`config.mk`:
```
export PLATFORM = sky130hd
export DESIGN_NAME = wb_host_master
export DESIGN_NICKNAME = d
export VERILOG_FILES = /design/src/rtl/wb_host_master.sv
export SDC_FILE = /design/constraint.sdc
export NUM_CORES = 1
export LEC_CHECK = 0
export ABC_AREA = 1
export CORE_MARGIN = 2
export CORE_UTILIZATION = 39
export DETAILED_ROUTE_END_ITERATION = 8
export GPL_TIMING_DRIVEN = 0
export PLACE_DENSITY_LB_ADDON = 0.3
export SKIP_LAST_GASP = 1
export SLEW_MARGIN = 10
export SYNTH_ARGS = -nofsm -noshare
export SYNTH_HDL_FRONTEND = slang
export SYNTH_SLANG_ARGS = --single-unit
```
`constraint.sdc`:
```
create_clock -name wb_clk_i -period 4.35 [get_ports wb_clk_i]
set_input_delay 0.87 -clock wb_clk_i [delete_from_list [all_inputs] [get_ports wb_clk_i]]
set_output_delay 0.87 -clock wb_clk_i [all_outputs]
set_load 0.05 [all_outputs]
```
`src/rtl/wb_host_master.sv`:
```
// wb_host_master: single-word Wishbone classic initiator for on-chip hosts.
// Accepts one command (read or write), runs one Wishbone cycle, and returns
// read data plus an error flag on a valid/ready response handshake.
//
// Optional build macro: WB_HOST_MASTER_TIMEOUT_EN
//   defined   -> 16-bit watchdog aborts a cycle that is not acknowledged
//                within TIMEOUT_CYCLES bus cycles (rsp_err_o = 1)
//   undefined -> the bus cycle waits for wb_ack_i indefinitely, rsp_err_o = 0
//
// Ports:
//   wb_clk_i, wb_rst_i     clock, asynchronous active-high reset
//   cmd_*                  command channel (valid/ready, adr, dat, sel, we)
//   rsp_*                  response channel (valid/ready, read data, error)
//   wb_*                   Wishbone classic master bus
module wb_host_master #(
  parameter int unsigned TIMEOUT_CYCLES = 255
) (
  input  logic        wb_clk_i,
  input  logic        wb_rst_i,
  input  logic        cmd_valid_i,
  output logic        cmd_ready_o,
  input  logic [31:0] cmd_adr_i,
  input  logic [31:0] cmd_dat_i,
  input  logic [3:0]  cmd_sel_i,
  input  logic        cmd_we_i,
  output logic        rsp_valid_o,
  input  logic        rsp_ready_i,
  output logic [31:0] rsp_dat_o,
  output logic        rsp_err_o,
  output logic [31:0] wb_adr_o,
  output logic [31:0] wb_dat_o,
  output logic [3:0]  wb_sel_o,
  output logic        wb_we_o,
  output logic        wb_cyc_o,
  output logic        wb_stb_o,
  input  logic [31:0] wb_dat_i,
  input  logic        wb_ack_i
);

  localparam int unsigned AW = 32;
  localparam int unsigned DW = 32;
  localparam int unsigned SW = 4;
  localparam int unsigned CW = 16;

  // Counter value on the edge that aborts: rsp_valid_o then rises exactly
  // TIMEOUT_CYCLES edges after the edge that raised cyc.
  localparam logic [CW-1:0] TIMEOUT_LAST = CW'(TIMEOUT_CYCLES - 1);

  typedef enum logic [1:0] {
    IDLE = 2'd0,
    BUS  = 2'd1,
    RESP = 2'd2
  } state_e;

  state_e        state_q, state_d;
  logic [AW-1:0] adr_q, adr_d;
  logic [DW-1:0] dat_q, dat_d;
  logic [SW-1:0] sel_q, sel_d;
  logic          we_q, we_d;
  logic          cyc_q, cyc_d;
  logic          rsp_valid_q, rsp_valid_d;
  logic [DW-1:0] rsp_dat_q, rsp_dat_d;
`ifdef WB_HOST_MASTER_TIMEOUT_EN
  logic [CW-1:0] cnt_q, cnt_d;
  logic          rsp_err_q, rsp_err_d;
`endif

  // Next-state and next-output logic.
  always_comb begin
    state_d     = state_q;
    adr_d       = adr_q;
    dat_d       = dat_q;
    sel_d       = sel_q;
    we_d        = we_q;
    cyc_d       = cyc_q;
    rsp_valid_d = rsp_valid_q;
    rsp_dat_d   = rsp_dat_q;
`ifdef WB_HOST_MASTER_TIMEOUT_EN
    cnt_d       = cnt_q;
    rsp_err_d   = rsp_err_q;
`endif
    case (state_q)
      IDLE: begin
        if (cmd_valid_i) begin
          adr_d   = cmd_adr_i;
          dat_d   = cmd_dat_i;
          sel_d   = cmd_sel_i;
          we_d    = cmd_we_i;
          cyc_d   = 1'b1;
          state_d = BUS;
`ifdef WB_HOST_MASTER_TIMEOUT_EN
          cnt_d   = '0;
`endif
        end
      end
      BUS: begin
        // Ack is checked first so an ack on the timeout edge completes normally.
        if (wb_ack_i) begin
          cyc_d       = 1'b0;
          we_d        = 1'b0;
          rsp_dat_d   = we_q ? '0 : wb_dat_i;
          rsp_valid_d = 1'b1;
          state_d     = RESP;
`ifdef WB_HOST_MASTER_TIMEOUT_EN
          rsp_err_d   = 1'b0;
`endif
        end
`ifdef WB_HOST_MASTER_TIMEOUT_EN
        else if (cnt_q == TIMEOUT_LAST) begin
          cyc_d       = 1'b0;
          we_d        = 1'b0;
          rsp_dat_d   = '0;
          rsp_err_d   = 1'b1;
          rsp_valid_d = 1'b1;
          state_d     = RESP;
        end else begin
          cnt_d = cnt_q + CW'(1);
        end
`endif
      end
      RESP: begin
        // wb_ack_i is deliberately ignored here (stale registered ack).
        if (rsp_ready_i) begin
          rsp_valid_d = 1'b0;
          state_d     = IDLE;
        end
      end
      default: state_d = IDLE;
    endcase
  end

  // State and output registers; reset drops any in-flight cycle.
  always_ff @(posedge wb_clk_i or posedge wb_rst_i) begin
    if (wb_rst_i) begin
      state_q     <= IDLE;
      adr_q       <= '0;
      dat_q       <= '0;
      sel_q       <= '0;
      we_q        <= 1'b0;
      cyc_q       <= 1'b0;
      rsp_valid_q <= 1'b0;
      rsp_dat_q   <= '0;
`ifdef WB_HOST_MASTER_TIMEOUT_EN
      cnt_q       <= '0;
      rsp_err_q   <= 1'b0;
`endif
    end else begin
      state_q     <= state_d;
      adr_q       <= adr_d;
      dat_q       <= dat_d;
      sel_q       <= sel_d;
      we_q        <= we_d;
      cyc_q       <= cyc_d;
      rsp_valid_q <= rsp_valid_d;
      rsp_dat_q   <= rsp_dat_d;
`ifdef WB_HOST_MASTER_TIMEOUT_EN
      cnt_q       <= cnt_d;
      rsp_err_q   <= rsp_err_d;
`endif
    end
  end

  assign wb_adr_o    = adr_q;
  assign wb_dat_o    = dat_q;
  assign wb_sel_o    = sel_q;
  assign wb_we_o     = we_q;
  assign wb_cyc_o    = cyc_q;
  assign wb_stb_o    = cyc_q;
  assign rsp_valid_o = rsp_valid_q;
  assign rsp_dat_o   = rsp_dat_q;

  // Ready is a state decode, gated so it drops the instant reset asserts.
  assign cmd_ready_o = (state_q == IDLE) && !wb_rst_i;

`ifdef WB_HOST_MASTER_TIMEOUT_EN
  assign rsp_err_o = rsp_err_q;
`else
  assign rsp_err_o = 1'b0;
  logic unused_timeout;
  assign unused_timeout = ^TIMEOUT_LAST;
`endif

endmodule

```
==> results of run 1 <==
==> worst paths after layout <==
kind                            slack (ns)  cells after the start                        end                     from
worst max-delay path                  1.18                      3                cmd_ready_o                 wb_rst_i
worst min-delay path                  0.48                      2    rsp_valid_o$_DFFE_PP0P_  rsp_valid_o$_DFFE_PP0P_
worst max register to register        2.99                      7    wb_dat_o[1]$_DFFE_PP0P_   state_q[1]$_DFFE_PP0P_
worst min register to register        0.48                      2    rsp_valid_o$_DFFE_PP0P_  rsp_valid_o$_DFFE_PP0P_
max in group asynchronous             2.81                      3    wb_sel_o[0]$_DFFE_PP0P_                 wb_rst_i
min in group asynchronous             0.89                      2  rsp_dat_o[26]$_DFFE_PP0P_                 wb_rst_i
==> state kept, by name (all words and copies together), names as in the netlist <==
register / count
wb_sel_o: 4
rsp_valid_o: 1
wb_dat_o: 32
state_q: 2
wb_cyc_o: 1
rsp_dat_o: 32
wb_adr_o: 32
wb_we_o: 1
==> synth_stat cells <==
master	count	area, um2
sky130_fd_sc_hd__nand3_2	1	10.0
sky130_fd_sc_hd__clkbuf_1	6	22.5
sky130_fd_sc_hd__conb_1	1	3.75
sky130_fd_sc_hd__nor2_1	2	7.51
sky130_fd_sc_hd__o21ai_0	34	170
sky130_fd_sc_hd__nand3_1	2	10.0
sky130_fd_sc_hd__nand2_1	277	1040
sky130_fd_sc_hd__inv_2	2	7.51
sky130_fd_sc_hd__dfrtp_1	105	2630
sky130_fd_sc_hd__buf_4	5	37.5
sky130_fd_sc_hd__inv_1	3	11.3
sky130_fd_sc_hd__buf_6	2	22.5
sky130_fd_sc_hd__nor2_4	1	11.3
sky130_fd_sc_hd__nand2_2	1	6.26
sky130_fd_sc_hd__buf_2	13	65.1
==> power breakdown <==
group | switching [mW] | total, mW | internal, mW
Clock | 0.323 | 0.530 | 0.207
Combinational | 2.37 | 3.48 | 1.11
Sequential | 0.251 | 1.68 | 1.43
==> final cells by class <==
| class | count | share of cell area (%) |
|---|---|---|
| Timing Repair Buffer | 211 | 32.7 |
| Clock inverter | 5 | 0.499 |
| Tap cell | 136 | 2.61 |
| Multi-Input combinational cell | 319 | 19.3 |
| Inverter | 5 | 0.365 |
| Buffer | 26 | 2.26 |
| Clock buffer | 11 | 2.01 |
| Sequential cell | 105 | 40.3 |
==> tightest hold or removal path: stages (launching register included) <==
cell                      delay [ns]
sky130_fd_sc_hd__dfrtp_1        0.35
sky130_fd_sc_hd__nand2_1        0.05
sky130_fd_sc_hd__nand2_1        0.05
==> kinds of logic (layout without fill, tap and decap cells) <==
| logic type | after synthesis | in the layout | share of synthesized area, % |
|---|---|---|---|
| DFF | 105 | 105 | 64.8 |
| and+or+nand+nor | 284 | 284 | 26.8 |
| buffers and inverters | 31 | 258 | 4.11 |
| AOI/OAI and AO/OA | 34 | 34 | 4.20 |
| other | 1 | 1 | 0.0925 |
==> per-layer routing <==
metal / vias up / GRT usage (%)
li1: 1826 / -
met5: - / 0
met2: 148 / 35.0
met4: 0 / 6.20
met3: 10 / 7.11
met1: 1728 / 25.1
==> through the flow <==
stage          cell area (um2)  setup WS, ns  instances  setup TNS (ns)
6_report                  6520          1.18        818               0
5_1_grt                   6520          1.13        818               0
4_1_cts                   6520          1.16        818               0
3_5_place_dp              6360          1.17        802               0
3_3_place_gp              6320        -0.840        801          -87.75
2_1_floorplan             4050         0.719        455               0
==> metrics.txt, run 1 <==
hold-fix buffer count after cts=0; Total GRT Usage=20.7%; die footprint=around 0.011 mm2; worst path bufs/invs=2; sequential fraction of the synthesis area=between 60% and 70%; core footprint=0.0102 mm2; starting utilization of the core area=between 30% and 40%; max-capacitance violation count=0; Util after Layout=64.0%; count of final setup violators=0; kind of capture point of the worst setup path=output pin; biggest cell delay along the critical path=slightly above 0.8 ns; number of cells upsized or downsized after cts=0; CTS sink cnt=105; final worst path period share=between 70 and 80%; Worst IR Drop VDD=0.545 mV; clock slew seen by the registers of the worst setup and hold paths=0.09 ns; number of distinct library cells after synthesis=15; slowest library cell on the worst path=sky130_fd_sc_hd__clkdlybuf4s50_1; multi-input logic area=about 0.0013 mm2; Detailed Place HPWL=around 8600 um; Setup Crit Path Kind=in -> out; Worst EP arrival=2.30 ns; synthesized netlist cell count=about 460; total of buffers placed on input and output ports=210; Met2 Wirelength=~5400 um; vias per inst=between 4 and 5; Syn-to-layout area delta=60.9%; share of post-route cells with drive strength above 1=~6.0%; minimum clock period after layout=~3.2 ns; kind of cell with the highest combined delay on the critical path=buffers and inverters; via count of the first global-routing pass=about 3,700; length of the first detailed-routing pass in iterations=4; headroom to the max-slew limit=between 60 and 70%; power density cells=872 mW/mm2; Tightest Pin Transition=around 0.57 ns; Filler cells=868; Starting DRT DRC Count=roughly 200; mapped cell area=between 0.004 and 0.005 mm2; final hold violations=0; uppermost routed layer=met4; Req. time, crit path=approximately 3.5 ns; number of nets in the layout=between 700 and 800; total gr overflow=0; length of routed met3 wiring=between 1000 and 1500 um; overall power consumption=between 5 and 6 mW; IO Pins=212; total nets after synthesis=~560; min-delay worst type=reg -> reg; buffers inserted during post-CTS setup optimization=0; routability congestion estimate from global placement=approximately 0.77; maximum number of pins on one net before global-route repair=69; vias=between 3,000 and 4,000; clock tree from TritonCTS=yes; Max Clk Rate=about 320 MHz; mean cell area of the mapped netlist=8.91 um2; Clock Root Buffer=sky130_fd_sc_hd__clkbuf_8; initial antenna violation count=0; wire length on met1=approximately 4700 um; maximum fanout along the worst path=2; footprint of the flip-flops and latches=around 0.0026 mm2; die width=around 110 um; number of antenna diodes=0; global-route wire length before repair=between 15,000 and 20,000 um; maximum clock path buffer count=2; floorplan die height=106 um; Fin Clk Skew=roughly 0.0074 ns; number of max-slew violations in the final report=0; count of synthesis-stage warnings from yosys=0; cell mode on critical path=sky130_fd_sc_hd__clkdlybuf4s50_1; crit path launch type=primary input; aggregate routed wire length=about 11,000 um; tightest hold margin=slightly below 0.5 ns; number of flip-flops and latches in the synthesized netlist=between 100 and 150; Final ANT Viol Nets=0; clock buffer count from CTS=9; commonest non-fill, non-tap cells in the layout=sky130_fd_sc_hd__nand2_1, sky130_fd_sc_hd__clkdlybuf4s50_1, sky130_fd_sc_hd__dfrtp_1, sky130_fd_sc_hd__o21ai_0, sky130_fd_sc_hd__buf_2; setup repair after global routing missed its margin=no; Remaining DRCs=0; status=finished clean; most common cell after layout, fill and taps aside=sky130_fd_sc_hd__nand2_1; wire length per cell after detailed routing=about 14 um; insertion delay of the later-clocked pin in the worst-skew pair=between 0.3 and 0.4 ns; row count=37; CTS H-Tree Depth=3; sequence of cells on the critical path=clkdlybuf4s50_1 -> nor2_1 -> clkdlybuf4s50_1; Static Leak=between 3 and 4 nW
Power figures use the tool's default switching activity.
==> run 2: changes to the inputs <==
Settings changed: CORE_UTILIZATION 39 to 36.
Clock period 4.35 ns to 2.76 ns, I/O delays scaled along.
==> metrics.txt, run 2 (synthesis gave the netlist of run 1 again) <==
global-route wire length before repair=18,700 um; IO Pins=roughly 210; count of final setup violators=0; cell mode on critical path=sky130_fd_sc_hd__clkdlybuf4s50_1; number of cells upsized or downsized after cts=0; share of post-route cells with drive strength above 1=6.43%; Util after Layout=61.6%; Remaining DRCs=0; Fin Clk Skew=0.00564 ns; kind of cell with the highest combined delay on the critical path=buffers and inverters; CTS H-Tree Depth=3; number of max-slew violations in the final report=0; Setup Crit Path Kind=in -> out; Starting DRT DRC Count=roughly 220; max-capacitance violation count=0; via count of the first global-routing pass=approximately 3,800; Tightest Pin Transition=~0.55 ns; Static Leak=around 3.3 nW; clock buffer count from CTS=9; Final ANT Viol Nets=0; floorplan die height=between 100 and 150 um; aggregate routed wire length=~12,000 um; clock tree from TritonCTS=yes; hold-fix buffer count after cts=0; number of antenna diodes=0; Detailed Place HPWL=about 9100 um; most common cell after layout, fill and taps aside=sky130_fd_sc_hd__nand2_1; total gr overflow=0; Critical Path Stages=3; clock slew seen by the registers of the worst setup and hold paths=roughly 0.070 ns; vias=3,859; crit path launch type=primary input; kind of capture point of the worst setup path=output pin; maximum number of pins on one net before global-route repair=39; routability congestion estimate from global placement=0.770; wire length per cell after detailed routing=around 15 um; Filler cells=~940; power density cells=about 1400 mW/mm2; headroom to the max-slew limit=between 60% and 70%; status=finished clean; core footprint=about 0.011 mm2; R2R depth=4; minimum setup slack among reg-to-reg paths=1.35 ns; hold path cells=2; initial antenna violation count=0; multi-input logic area=between 0.001 and 0.0015 mm2; total cell area at the placement stage=between 0.006 and 0.007 mm2; buffers inserted during post-CTS setup optimization=0; slowest library cell on the worst path=sky130_fd_sc_hd__clkdlybuf4s50_1; vias per inst=4.68; min-delay worst type=reg -> reg; area of all placed cells without fillers=0.00674 mm2; length of the first detailed-routing pass in iterations=4; worst path bufs/invs=2; CTS sink cnt=105; final hold violations=0; Worst IR Drop VDD=between 0.7 and 0.8 mV; total of buffers placed on input and output ports=210; row count=38; starting utilization of the core area=a little under two fifths; footprint of the flip-flops and latches=approximately 0.0026 mm2; maximum fanout along the worst path=2; Req. time, crit path=2.21 ns; sequence of cells on the critical path=clkdlybuf4s50_1 -> nor2_1 -> clkdlybuf4s50_1; minimum clock period after layout=between 2 and 2.5 ns; Syn-to-layout area delta=66.3%; Total GRT Usage=20.1%; biggest cell delay along the critical path=0.81 ns; insertion delay of the later-clocked pin in the worst-skew pair=about 0.34 ns; commonest non-fill, non-tap cells in the layout=sky130_fd_sc_hd__nand2_1, sky130_fd_sc_hd__clkdlybuf4s50_1, sky130_fd_sc_hd__dfrtp_1, sky130_fd_sc_hd__o21ai_0, sky130_fd_sc_hd__buf_2; number of nets in the layout=between 700 and 800; placed insts=808; die width=around 110 um; Max Clk Rate=402 MHz; maximum clock path buffer count=2; final instance count without filler cells=just over 800; Worst EP arrival=~1.9 ns; setup repair after global routing missed its margin=no; final worst path period share=90.2%; die footprint=between 0.01 and 0.015 mm2; Clock Root Buffer=sky130_fd_sc_hd__clkbuf_16
[run 2: cell types whose count changed in the layout (fill, tap and decap cells not counted), moves of 3 or more]
cell / previous run / this run
sky130_fd_sc_hd__buf_12: 0 / 3
sky130_fd_sc_hd__clkbuf_8: 9 / 1
sky130_fd_sc_hd__clkbuf_16: 0 / 9
sky130_fd_sc_hd__bufinv_16: 0 / 3
[run 2: per-stage QoR]
stage          setup slack, ns  hold slack (ns)  total power [mW]  setup TNS [ns]
2_1_floorplan            0.948            0.555              6.18               0
3_3_place_gp           -0.0953            0.457              8.09           -9.26
3_5_place_dp             0.258            0.464              8.21               0
4_1_cts                  0.261            0.482              9.72               0
5_1_grt                  0.231            0.491              10.1               0
6_report                 0.271            0.478              9.63               0
[run 2: worst register-to-register path: cells and delay by family (launching register included)]
kind / cells / cell delay [ns]
flip-flops: 1 / 0.40
AO/OA/AOI/OAI: 1 / 0.26
AND/OR/NAND/NOR: 1 / 0.10
buffers and inverters: 2 / 0.55
[run 2: layer usage]
metal	vias up	wire [um]	track usage, %
li1	1833	-	-
met1	1811	4620	23.7
met2	185	5660	32.6
met3	30	1320	7.29
met4	0	407	10.1
met5	-	0	0
[run 2: where the power goes]
part | switching, mW | internal (mW) | total [mW]
Combinational | 3.76 | 1.75 | 5.51
Clock | 0.559 | 0.911 | 1.47
Sequential | 0.405 | 2.25 | 2.66
Total | 4.72 | 4.91 | 9.63
[run 2: final timing paths]
| check | startpoint | to |
|---|---|---|
| setup / recovery | wb_rst_i | cmd_ready_o |
| max in group asynchronous | wb_rst_i | wb_dat_o[12]$_DFFE_PP0P_ |
| hold reg to reg | wb_dat_o[0]$_DFFE_PP0P_ | wb_dat_o[0]$_DFFE_PP0P_ |
| hold / removal | wb_dat_o[0]$_DFFE_PP0P_ | wb_dat_o[0]$_DFFE_PP0P_ |
| setup reg to reg | wb_we_o$_DFFE_PP0P_ | rsp_dat_o[31]$_DFFE_PP0P_ |
| min in group asynchronous | wb_rst_i | wb_cyc_o$_DFFE_PP0P_ |
[run 2: final cells by class]
class / instances / share of cell area, %
clock buffer: 11 / 3.60
clock inverter: 5 / 1.52
tap: 140 / 2.60
inverter: 5 / 0.334
buffer: 26 / 2.19
sequential: 105 / 39.0
timing repair buffer: 213 / 32.1
multi-input combinational: 319 / 18.7
